===== config.mk =====
export PLATFORM = sky130hd
export DESIGN_NAME = pri_sel_rr
export DESIGN_NICKNAME = d
export VERILOG_FILES = /design/src/rtl/pri_sel_pkg.sv /design/src/rtl/rr_pick.sv /design/src/rtl/pri_sel_rr.sv
export SDC_FILE = /design/constraint.sdc
export NUM_CORES = 1
export LEC_CHECK = 0
export BUFFER_PORTS_ARGS = -buffer_cell sky130_fd_sc_hd__buf_2
export CORE_MARGIN = 8
export CORE_UTILIZATION = 28
export CTS_BUF_LIST = sky130_fd_sc_hd__clkbuf_4 sky130_fd_sc_hd__clkbuf_8 sky130_fd_sc_hd__clkbuf_16
export DETAILED_ROUTE_END_ITERATION = 12
export GPL_ROUTABILITY_DRIVEN = 1
export SLEW_MARGIN = 25
export SYNTH_ARGS = -nofsm -noshare
export SYNTH_HDL_FRONTEND = slang
export SYNTH_SLANG_ARGS = --single-unit

===== constraint.sdc =====
create_clock -name clk -period 3.2 [get_ports clk]
set_input_delay 0.32 -clock clk [delete_from_list [all_inputs] [get_ports clk]]
set_output_delay 0.32 -clock clk [all_outputs]
set_load 0.02 [all_outputs]

===== src/rtl/pri_sel_pkg.sv =====
// Shared types and helpers for the iterative round-robin priority selector.
// Latency: n/a (types and constant/combinational functions only).
// Backpressure: n/a.
//   state_t  : selector FSM states
//   ceil_div : integer ceiling division, used to size the scan
//   digit_of : extracts one scan digit of a priority, MSB digit first
package pri_sel_pkg;

  typedef enum logic [1:0] {IDLE, SCAN, DONE} state_t;

  function automatic int ceil_div(input int a, input int b);
    return (a + b - 1) / b;
  endfunction

  // Digit 0 is the most significant one. When c is not a multiple of b the
  // top digit reads zeros above bit c-1, because value is zero-extended.
  function automatic logic [31:0] digit_of(input logic [31:0] value, input int step,
                                           input int c, input int b);
    int sh;
    sh = (ceil_div(c, b) - 1 - step) * b;
    return (value >> sh) & ((32'd1 << b) - 32'd1);
  endfunction

endpackage


===== src/rtl/rr_pick.sv =====
// Round-robin one-hot pick: lowest set bit of mask_i at or above ptr_i, wrapping to 0.
// Latency: combinational.
// Backpressure: none.
//   mask_i   : candidate channels
//   ptr_i    : round-robin start position
//   onehot_o : chosen channel (0 when mask_i is empty)
//   idx_o    : index of chosen channel (0 when mask_i is empty)
//   any_o    : mask_i has at least one bit set
module rr_pick #(
  parameter int N  = 16,
  parameter int IW = $clog2(N)
) (
  input  logic [N-1:0]  mask_i,
  input  logic [IW-1:0] ptr_i,
  output logic [N-1:0]  onehot_o,
  output logic [IW-1:0] idx_o,
  output logic          any_o
);

  logic [N-1:0]   upper;
  logic [2*N-1:0] dbl;
  int             sel;
  int             pos;

  always_comb begin
    for (int i = 0; i < N; i++) begin
      upper[i] = mask_i[i] && (i >= int'(ptr_i));
    end
    // Low half holds the channels at/above ptr, high half the full mask, so
    // the lowest set bit of the double-width vector is the wrapped RR winner.
    dbl = {mask_i, upper};
    sel = 0;
    for (int j = 2 * N - 1; j >= 0; j--) begin
      if (dbl[j]) sel = j;
    end
    pos      = (sel >= N) ? sel - N : sel;
    any_o    = |mask_i;
    onehot_o = '0;
    idx_o    = '0;
    for (int i = 0; i < N; i++) begin
      if (any_o && i == pos) begin
        onehot_o[i] = 1'b1;
        idx_o       = IW'(i);
      end
    end
  end

endmodule


===== src/rtl/pri_sel_rr.sv =====
// Iterative max-priority selector: scans B bits per cycle MSB digit first, RR tie-break.
// Latency: capture at edge T, out_valid from edge T+S+1; one result per S+1 cycles.
// Backpressure: result held stable until out_ready; in_ready=0 while scanning.
//   clk/reset          : clock, synchronous active-high reset
//   in_valid/in_ready  : offer/accept of in_pri (N channels x C bits, 0 = idle)
//   out_valid/out_ready: result handshake
//   grant/grant_idx    : one-hot winner and its index
//   max_pri/survivors  : winning priority and every channel holding it
//   no_req             : all captured priorities were zero
module pri_sel_rr
  import pri_sel_pkg::*;
#(
  parameter int N = 16,
  parameter int P = 32,
  parameter int C = $clog2(P),
  parameter int B = 1
) (
  input  logic                  clk,
  input  logic                  reset,
  input  logic                  in_valid,
  output logic                  in_ready,
  input  logic [N-1:0][C-1:0]   in_pri,
  output logic                  out_valid,
  input  logic                  out_ready,
  output logic [N-1:0]          grant,
  output logic [$clog2(N)-1:0]  grant_idx,
  output logic [C-1:0]          max_pri,
  output logic [N-1:0]          survivors,
  output logic                  no_req
);

  localparam int S  = ceil_div(C, B);
  localparam int IW = $clog2(N);
  localparam int SW = $clog2(S + 1);
  localparam int AW = S * B;

  state_t               state_q, state_d;
  logic [SW-1:0]        step_q, step_d;
  logic [N-1:0][C-1:0]  pri_q, pri_d;
  logic [N-1:0]         cand_q, cand_d;
  logic [AW-1:0]        acc_q, acc_d;
  logic [IW-1:0]        ptr_q, ptr_d;
  logic [N-1:0]         grant_q, grant_d;
  logic [IW-1:0]        idx_q, idx_d;
  logic [C-1:0]         max_q, max_d;
  logic [N-1:0]         surv_q, surv_d;
  logic                 noreq_q, noreq_d;

  logic [B-1:0]         dig [N];
  logic [B-1:0]         max_dig;
  logic [N-1:0]         keep;
  logic [N-1:0]         pick_oh;
  logic [IW-1:0]        pick_idx;
  logic                 pick_any;
  logic                 capture;

  // Narrow the candidate set on the current digit.
  always_comb begin
    max_dig = '0;
    for (int i = 0; i < N; i++) begin
      dig[i] = B'(digit_of(32'(pri_q[i]), int'(step_q), C, B));
      if (cand_q[i] && dig[i] > max_dig) max_dig = dig[i];
    end
    for (int i = 0; i < N; i++) begin
      keep[i] = cand_q[i] && (dig[i] == max_dig);
    end
  end

  // The pick runs on the registered final mask in its own cycle, keeping the
  // digit compare chain and the priority encoder out of series.
  rr_pick #(.N(N)) u_pick (
    .mask_i  (cand_q),
    .ptr_i   (ptr_q),
    .onehot_o(pick_oh),
    .idx_o   (pick_idx),
    .any_o   (pick_any)
  );

  assign in_ready = (state_q == IDLE) || (state_q == DONE && out_ready);
  assign capture  = in_valid && in_ready;

  always_comb begin
    state_d = state_q;
    step_d  = step_q;
    pri_d   = pri_q;
    cand_d  = cand_q;
    acc_d   = acc_q;
    ptr_d   = ptr_q;
    grant_d = grant_q;
    idx_d   = idx_q;
    max_d   = max_q;
    surv_d  = surv_q;
    noreq_d = noreq_q;
    case (state_q)
      SCAN: begin
        if (step_q == SW'(S)) begin
          grant_d = pick_oh;
          idx_d   = pick_idx;
          max_d   = acc_q[C-1:0];
          surv_d  = cand_q;
          noreq_d = !pick_any;
          state_d = DONE;
        end else begin
          cand_d = keep;
          acc_d  = (acc_q << B) | AW'(max_dig);
          step_d = step_q + 1'b1;
        end
      end
      DONE: begin
        if (out_ready) begin
          if (|grant_q) ptr_d = (idx_q == IW'(N - 1)) ? '0 : idx_q + 1'b1;
          state_d = IDLE;
        end
      end
      default: ;
    endcase
    // Capture from IDLE, or from DONE on the same edge as the result handshake.
    if (capture) begin
      pri_d = in_pri;
      for (int i = 0; i < N; i++) cand_d[i] = |in_pri[i];
      acc_d   = '0;
      step_d  = '0;
      state_d = SCAN;
    end
  end

  always_ff @(posedge clk) begin
    if (reset) begin
      state_q <= IDLE;
      step_q  <= '0;
      pri_q   <= '0;
      cand_q  <= '0;
      acc_q   <= '0;
      ptr_q   <= '0;
      grant_q <= '0;
      idx_q   <= '0;
      max_q   <= '0;
      surv_q  <= '0;
      noreq_q <= 1'b0;
    end else begin
      state_q <= state_d;
      step_q  <= step_d;
      pri_q   <= pri_d;
      cand_q  <= cand_d;
      acc_q   <= acc_d;
      ptr_q   <= ptr_d;
      grant_q <= grant_d;
      idx_q   <= idx_d;
      max_q   <= max_d;
      surv_q  <= surv_d;
      noreq_q <= noreq_d;
    end
  end

  assign out_valid = (state_q == DONE);
  assign grant     = grant_q;
  assign grant_idx = idx_q;
  assign max_pri   = max_q;
  assign survivors = surv_q;
  assign no_req    = noreq_q;

endmodule


==> results.py, run 1 <==
metrics = {
    "status": {
        "run_status": "finished, final reports clean",
    },
    "setup_path": {
        "critPathCaptureType": "flip-flop",
        "cp-start-kind": "flip-flop",
        "rrSetupSlack_ns": 0.40,
        "r2r_start": "step_q[1]$_SDFFE_PP0P_",
        "worst-path-max-fanout": 8,
        "crit_end": "cand_q[4]$_SDFFE_PP0P_",
        "critical_path_class": "flip-flop to flip-flop",
        "r2r_cells": 10,
        "startpoint": "step_q[1]$_SDFFE_PP0P_",
        "rr_endpoint": "cand_q[4]$_SDFFE_PP0P_",
        "arrival_ns": 3.10,
        "crit_required_ns": 3.49,
    },
    "clock_network": {
        "cts_resized": 0,
        "cts_hold_buf": 0,
        "post_cts_buffers": 0,
        "insertion_delay_ns": 0.44,
        "cts_root_buf": "clkbuf_16",
        "cts_made_buffers": 17,
        "path_clk_slew_ns": 0.07,
        "htreeDepth": 4,
        "clockBufferDepth": 2,
        "cts_tree": "yes",
        "cts.sinks": 152,
    },
    "detailed_routing": {
        "drt-total-wl_mm": 24.1,
        "wire_per_inst_um": 17.3,
        "first_pass_iters": 5,
        "num_vias": 7234,
        "via_per_inst": 5.17,
        "drt_iter0_drc": 585,
        "final_antenna_net_count": 0,
        "drc": 0,
    },
    "global_routing": {
        "grt_max_degree": 70,
        "antenna_found_initial": 0,
        "grt_pass1_wl_mm": 38.3,
        "grt_pass1_vias": 6908,
        "grt_usage_pct": 15.1,
        "overflow": 0,
    },
    "synth": {
        "ys_types": 71,
        "synth_seq_cells": 152,
        "yosysSeqAreaShare_pct": 40.9,
        "synth_nets": 1042,
        "async_flop_share_pct": 0,
        "ys_warn_count": 0,
        "synth-edff-count": 0,
        "syn_area_per_cell_um2": 7.83,
        "yosys_most_used_dff": "dfxtp_1",
        "syn_inst": 951,
        "synth_area_um2": 7440,
    },
    "floorplanning": {
        "core_um2": 26100,
        "start_util_pct": 28.6,
        "die_w_um": 179,
        "rows": 59,
        "die_h_um": 179,
        "boundaryPins": 128,
        "die_area_um2": 32100,
    },
    "timing": {
        "hold_viol_final": 0,
        "period_needed_ns": 2.80,
        "relSlewSlack_pct": 47.2,
        "finClkSkew_ns": 0.0144,
        "final-setup-viol-count": 0,
        "setup_tns_ns": 0,
        "worst_pin_slew_ns": 0.781,
        "max_freq_ghz": 0.357,
        "slew_violations": 0,
        "rsz0062_at_grt": "no",
        "layout_setup_ws_ns": 0.397,
        "finalCritPeriodShare_pct": 87.6,
    },
    "final_layout": {
        "drive_gt1_share_pct": 21.4,
        "final_util_pct": 34.6,
        "syn2layout_area_growth_pct": 21.3,
        "final_cell_mix": "nand2_1 (262), dfxtp_1 (152), a21oi_1 (135)",
        "mostFrequentLayoutCell": "nand2_1",
        "nNetsFinal": 1143,
        "antenna_cells": 0,
    },
    "place": {
        "dpl_worst_slack_ns": 0.411,
        "dpl.hpwl_mm": 18.0,
        "port_buffers": 127,
        "gp_congestion": 0.897,
    },
    "pwr": {
        "ir_drop_v": 0.000368,
        "p_per_area_nw_per_um2": 653,
        "leakage_nw": 3.51,
    },
    "flow_run": {
        "cap_violations": 0,
    },
    "min_path": {
        "min_path_type": "input pin to flip-flop",
    },
}
==> state kept, by name, indices dropped and copies added, names as in the netlist, 4 cells and up <==
| name | count |
|---|---|
| max_pri | 5 |
| pri_q | 80 |
| survivors | 16 |
| grant | 16 |
| grant_idx | 4 |
| ptr_q | 4 |
| acc_q | 5 |
| cand_q | 16 |
==> cell usage after synthesis (9+ instances only) <==
cell type	count	share of area (%)
a21oi_1	135	9.1
a22oi_1	19	1.9
a31oi_1	23	1.9
buf_2	16	1.1
clkbuf_1	53	2.7
dfxtp_1	152	41
inv_1	16	0.81
nand2_1	263	13
nor2_1	53	2.7
nor3_1	19	1.3
o211ai_2	9	1.5
o21ai_0	34	2.3
==> metrics by stage <==
stage	cells	area (um^2)	total power, mW	hold slack, ns
after detailed placement	1368	8430	3.83	0.444
after floorplan	951	7440	3.31	0.432
after CTS	1399	9030	5.90	0.111
final	1399	9030	5.89	0.121
after global routing	1399	9030	6.17	0.122
after global placement	1368	8430	3.82	0.442
==> critical path: stages, from the launching register on <==
cell      delay, ns
dfxtp_1        0.41
inv_1          0.10
ha_1           0.25
or3b_2         0.47
a211oi_2       0.41
a22o_1         0.29
a221o_1        0.21
nor3_4         0.05
buf_4          0.18
o211ai_1       0.19
o21ai_0        0.10
==> where the power goes <==
part | total (mW) | switching (mW) | internal (mW)
Combinational | 1.58 | 0.993 | 0.592
Clock | 2.07 | 0.886 | 1.19
Sequential | 2.23 | 0.180 | 2.05
==> cell families after synthesis <==
family                   after synthesis  synth area share (%)
AND/OR/NAND/NOR                      392                  22.7
flip-flops                           152                  40.9
buffers and inverters                 93                  5.58
AO/OA/AOI/OAI                        282                  23.8
XOR/XNOR                               5                 0.588
adder cells (fa/ha/maj)                7                  1.18
multiplexers                          20                  5.35
==> routing by layer <==
metal	global-route usage, %	wire length [um]	vias to the layer above
li1	-	-	3542
met2	22.2	10400	322
met1	21.3	11400	3334
met4	4.86	477	0
met3	3.60	1940	36
met5	0	0	-
==> final cells by class <==
class                      instances  area [um^2]
sequential                       152         3040
clock buffer                      18          439
inverter                          16         60.1
tap                              335          419
multi-input combinational        706         3990
fill                            2738        17000
clock inverter                    13          156
timing repair buffer             159          916
==> worst min-delay path by stage <==
stage / startpoint / endpoint / slack, ns / cells after the start
2_1_floorplan: pri_q[11]$_SDFFE_PP0P_ / pri_q[11]$_SDFFE_PP0P_ / 0.43 / 2
3_3_place_gp: survivors[4]$_SDFFE_PP0P_ / survivors[4]$_SDFFE_PP0P_ / 0.44 / 2
3_5_place_dp: max_pri[1]$_SDFFE_PP0P_ / max_pri[1]$_SDFFE_PP0P_ / 0.44 / 2
4_1_cts: in_pri[70] / pri_q[70]$_SDFFE_PP0P_ / 0.11 / 3
5_1_grt: in_pri[31] / pri_q[31]$_SDFFE_PP0P_ / 0.12 / 3
6_report: in_pri[70] / pri_q[70]$_SDFFE_PP0P_ / 0.12 / 3
Power figures use the tool's default switching activity.
==> inputs of run 2 (changes only) <==
CORE_ASPECT_RATIO = 1.1   (was not set)
CORE_MARGIN = not set   (was 8)
clock period = 3 ns   (was 3.2 ns; I/O delays follow)
==> results.py, run 2 (synthesis results as in run 1) <==
metrics = {
    "detailed_routing": {
        "wire_per_inst_um": 16.3,
        "dr_wl_met2_mm": 10.8,
        "drt_iter0_drc": 515,
        "drt-total-wl_mm": 23.1,
        "wl_met3_mm": 1.30,
        "met1_length_mm": 10.6,
        "final_antenna_net_count": 0,
        "drc": 0,
        "num_vias": 7224,
        "top_layer": "met4",
        "via_per_inst": 5.09,
        "first_pass_iters": 7,
    },
    "timing": {
        "finClkSkew_ns": 0.00795,
        "worst_pin_slew_ns": 0.852,
        "hold_viol_final": 0,
        "max_freq_ghz": 0.352,
        "layout_setup_ws_ns": 0.157,
        "final-setup-viol-count": 0,
        "setup_tns_ns": 0,
        "rsz0062_at_grt": "no",
        "period_needed_ns": 2.84,
        "slew_violations": 0,
        "finalCritPeriodShare_pct": 94.8,
        "relSlewSlack_pct": 43.2,
    },
    "global_routing": {
        "grt_usage_pct": 17.2,
        "grt_pass1_vias": 6688,
        "grt_max_degree": 77,
        "overflow": 0,
        "grt_pass1_wl_mm": 36.0,
        "antenna_found_initial": 0,
    },
    "final_layout": {
        "mostFrequentLayoutCell": "nand2_1",
        "final_util_pct": 34.9,
        "multiInputGateArea_um2": 4000,
        "largest-register": "pri_q",
        "drive_gt1_share_pct": 21.6,
        "fillCellCount": 2836,
        "syn2layout_area_growth_pct": 22.5,
        "antenna_cells": 0,
        "nNetsFinal": 1144,
        "ff_latch_area_um2": 3040,
        "final_cell_mix": "nand2_1 (262), dfxtp_1 (152), a21oi_1 (135)",
        "largest_register_ffs": 80,
    },
    "pwr": {
        "p_per_area_nw_per_um2": 700,
        "p_total_mw": 6.38,
        "leakage_nw": 3.55,
        "ir_drop_v": 0.000327,
    },
    "setup_path": {
        "worst-path-max-fanout": 21,
        "arrival_ns": 3.20,
        "crit_required_ns": 3.35,
        "critPathCaptureType": "flip-flop",
        "cp-start-kind": "flip-flop",
        "critical_path_class": "flip-flop to flip-flop",
    },
    "floorplanning": {
        "rows": 62,
        "die_w_um": 157,
        "die_h_um": 173,
        "die_area_um2": 27200,
        "boundaryPins": 128,
        "core_um2": 26100,
        "start_util_pct": 28.5,
    },
    "clock_network": {
        "insertion_delay_ns": 0.43,
        "cts_hold_buf": 0,
        "post_cts_buffers": 0,
        "cts_tree": "yes",
        "cts_made_buffers": 17,
        "path_clk_slew_ns": 0.06,
        "cts_root_buf": "clkbuf_16",
        "cts.sinks": 152,
        "htreeDepth": 4,
        "clockBufferDepth": 2,
    },
    "flow_run": {
        "cap_violations": 0,
    },
    "place": {
        "port_buffers": 127,
        "dpl_worst_slack_ns": 0.202,
        "dpl.hpwl_mm": 16.9,
        "gp_congestion": 0.864,
    },
    "min_path": {
        "min_path_type": "input pin to flip-flop",
    },
    "status": {
        "run_status": "finished, final reports clean",
    },
}
-- run 2: cell count changes in the layout (fill, tap and decap cells not counted) --
cell        previous run  this run
buf_12                 3         4
clkinv_4               1         4
a211oi_4               0         1
a211oi_2               1         0
inv_6                  7         2
bufinv_16              2         3
clkinvlp_4             2         1
clkbuf_4               0         1
clkbuf_8               1         3
-- run 2: final cells by class --
class	count	share of cell area, %
clock buffer	21	5.20
clock inverter	11	1.77
inverter	16	0.659
multi-input combinational	706	43.9
sequential	152	33.4
tap	352	4.83
timing repair buffer	160	10.3
-- run 2: repair_timing --
| action | CTS | global route |
|---|---|---|
| endpoints found under the setup margin | 0 | 1 |
| hold endpoints to repair | 0 | 0 |
| resized for setup | 0 | 1 |
-- run 2: metal layers --
layer  track usage [%]  vias to the layer above
li1                  -                     3546
met1              22.8                     3397
met2              27.2                      251
met3              3.93                       30
met4              5.78                        0
met5                 0                        -
-- run 2: worst max-delay path, cell delays in order (launching register included) --
cell and delay (ns):
dfxtp_1 0.42, inv_1 0.10, ha_1 0.33, buf_12 0.19
mux4_2 0.31, and4b_1 0.20, a41o_1 0.24, a221o_1 0.31
nor3_4 0.20, buf_4 0.25, o211ai_1 0.12, o21ai_0 0.09
-- run 2: per-stage QoR --
step / area [um^2] / instances / hold WS (ns)
after floorplan: 7450 / 951 / 0.432
after global placement: 8470 / 1386 / 0.439
after detailed placement: 8470 / 1386 / 0.445
after CTS: 9110 / 1418 / 0.101
after global routing: 9120 / 1418 / 0.108
final: 9120 / 1418 / 0.113
-- run 2: worst paths after layout --
path                               start                endpoint  slack, ns  cells after the start
setup / recovery  step_q[1]$_SDFFE_PP0P_  cand_q[5]$_SDFFE_PP0P_       0.16                     11
hold reg to reg   pri_q[41]$_SDFFE_PP0P_  pri_q[41]$_SDFFE_PP0P_       0.45                      2
setup reg to reg  step_q[1]$_SDFFE_PP0P_  cand_q[5]$_SDFFE_PP0P_       0.16                     11
hold / removal                in_pri[12]  pri_q[12]$_SDFFE_PP0P_       0.11                      3
-- run 2: power breakdown --
group / switching, mW / total (mW) / internal [mW] / leakage (nW)
logic: 1.07 / 1.71 / 0.642 / 2.00
clock network: 0.891 / 2.29 / 1.40 / 0.310
registers: 0.186 / 2.38 / 2.19 / 1.24
total: 2.15 / 6.38 / 4.23 / 3.55
==> inputs of run 3 (changes only) <==
CELL_PAD_IN_SITES_DETAIL_PLACEMENT = 0   (was not set)
CELL_PAD_IN_SITES_GLOBAL_PLACEMENT = 1   (was not set)
CORE_ASPECT_RATIO = 1.2   (was 1.1)
PLACE_DENSITY_LB_ADDON = 0.1   (was not set)
REMOVE_ABC_BUFFERS = 1   (was not set)
==> results.py, run 3 (synthesis results as in run 1) <==
metrics = {
    "final_layout": {
        "nNetsFinal": 1154,
        "drive_gt1_share_pct": 22.4,
        "largest-register": "pri_q",
        "largest_register_ffs": 80,
        "final_cell_mix": "nand2_1 (262), dfxtp_1 (151), a21oi_1 (135)",
        "antenna_cells": 0,
        "final_util_pct": 35.0,
        "final_design_area_no_fill_um2": 9170,
        "syn2layout_area_growth_pct": 23.1,
        "mostFrequentLayoutCell": "nand2_1",
    },
    "clock_network": {
        "path_clk_slew_ns": 0.07,
        "cts_root_buf": "clkbuf_16",
        "cts_made_buffers": 17,
        "cts_tree": "yes",
        "cts.sinks": 152,
        "clockBufferDepth": 2,
        "insertion_delay_ns": 0.43,
        "htreeDepth": 4,
        "post_cts_buffers": 0,
    },
    "setup_path": {
        "startpoint": "step_q[0]$_SDFFE_PP0P_",
        "r2r_start": "step_q[0]$_SDFFE_PP0P_",
        "arrival_ns": 3.17,
        "critical_path_class": "flip-flop to flip-flop",
        "critPathCaptureType": "flip-flop",
        "worst-path-max-fanout": 15,
        "crit_required_ns": 3.36,
        "cp-start-kind": "flip-flop",
    },
    "global_routing": {
        "overflow": 0,
        "grt_pass1_wl_mm": 39.4,
        "grt_max_degree": 56,
        "grt_pass1_vias": 7207,
        "antenna_found_initial": 0,
        "grt_usage_pct": 18.8,
    },
    "timing": {
        "slew_violations": 0,
        "fin_hold_ws_ns": 0.112,
        "final-setup-viol-count": 0,
        "setup_tns_ns": 0,
        "hold_viol_final": 0,
        "finalCritPeriodShare_pct": 93.8,
        "finClkSkew_ns": 0.0105,
        "relSlewSlack_pct": 37.7,
        "layout_setup_ws_ns": 0.186,
        "max_freq_ghz": 0.355,
        "rsz0062_at_grt": "no",
        "worst_pin_slew_ns": 0.930,
        "period_needed_ns": 2.81,
    },
    "place": {
        "gp_congestion": 0.823,
        "port_buffers": 127,
        "dpl.hpwl_mm": 18.3,
        "dpl_worst_slack_ns": 0.152,
        "placed_cell_area_um2": 8530,
    },
    "floorplanning": {
        "core_um2": 26200,
        "die_area_um2": 27200,
        "die_h_um": 181,
        "die_w_um": 151,
        "start_util_pct": 28.4,
        "rows": 65,
        "boundaryPins": 128,
    },
    "pwr": {
        "power.share.clock_pct": 36.0,
        "p_per_area_nw_per_um2": 706,
        "p_seq_share_pct": 36.9,
        "p_switching_mw": 2.25,
        "sw_frac_of_total_pct": 34.7,
        "power_frac_comb_pct": 27.1,
        "p_int_mw": 4.23,
        "leakage_nw": 3.59,
        "ir_drop_v": 0.000325,
    },
    "detailed_routing": {
        "drt_iter0_drc": 286,
        "final_antenna_net_count": 0,
        "num_vias": 7081,
        "wire_per_inst_um": 17.7,
        "via_per_inst": 5.02,
        "drc": 2,
        "first_pass_iters": 8,
        "drt-total-wl_mm": 24.9,
    },
    "min_path": {
        "holdCritStartpoint": "in_pri[62]",
        "min_path_type": "input pin to flip-flop",
    },
    "flow_run": {
        "cap_violations": 0,
    },
    "status": {
        "violations": "DRC",
        "run_status": "complete, but fails checks",
    },
}
run 3: changes by cell type in the layout (fill, tap and decap cells not counted), sizes merged:
cell      previous run  this run
buf                160       170
clkbuf              21        18
clkinv               4         2
clkinvlp             1         2
inv                 19        23
run 3: worst paths after layout:
path / cells past startpoint / slack, ns / to
worst min-delay path: 3 / 0.11 / pri_q[62]$_SDFFE_PP0P_
worst min register to register: 2 / 0.45 / survivors[1]$_SDFFE_PP0P_
worst max-delay path: 11 / 0.19 / cand_q[5]$_SDFFE_PP0P_
worst max register to register: 11 / 0.19 / cand_q[5]$_SDFFE_PP0P_
run 3: power by group through the flow:
stage                     Combinational, mW  Sequential (mW)  Clock [mW]
after detailed placement               1.76             2.44           0
after global routing                   1.95             2.41        2.48
after floorplan                        1.01             2.39           0
after CTS                              1.76             2.39        2.39
after global placement                 1.76             2.44           0
final                                  1.75             2.39        2.33
run 3: per-stage QoR:
step / power, mW / std cells
4_1_cts: 6.55 / 1411
6_report: 6.47 / 1411
2_1_floorplan: 3.40 / 874
3_3_place_gp: 4.20 / 1379
3_5_place_dp: 4.20 / 1379
5_1_grt: 6.84 / 1411
run 3: worst max-delay path: stages, from the launching register on:
cell,delay (ns)
dfxtp_1,0.38
inv_1,0.12
ha_1,0.36
buf_12,0.17
mux4_2,0.31
and4b_1,0.20
a41o_1,0.21
a221o_1,0.31
nor3_4,0.29
buf_6,0.20
o211ai_1,0.10
o21ai_0,0.08
run 3: cell type report:
type | instances | area, um^2
Fill cell | 2861 | 17000
Multi-Input combinational cell | 706 | 4000
Tap cell | 335 | 419
Timing Repair Buffer | 170 | 1010
Inverter | 16 | 60.1
Clock inverter | 14 | 188
Clock buffer | 18 | 439
Sequential cell | 152 | 3040
run 3: repair_timing:
| item | 4_1_cts | 5_1_grt |
|---|---|---|
| gates resized for setup | 0 | 3 |
| hold buffers | 0 | 0 |
| endpoints found under the setup margin | 0 | 6 |
run 3: metal layers:
layer	global-route usage [%]	wire length, um
met4	7.00	457
met2	33.3	12900
met5	0	0
met3	2.28	592
met1	22.9	11000
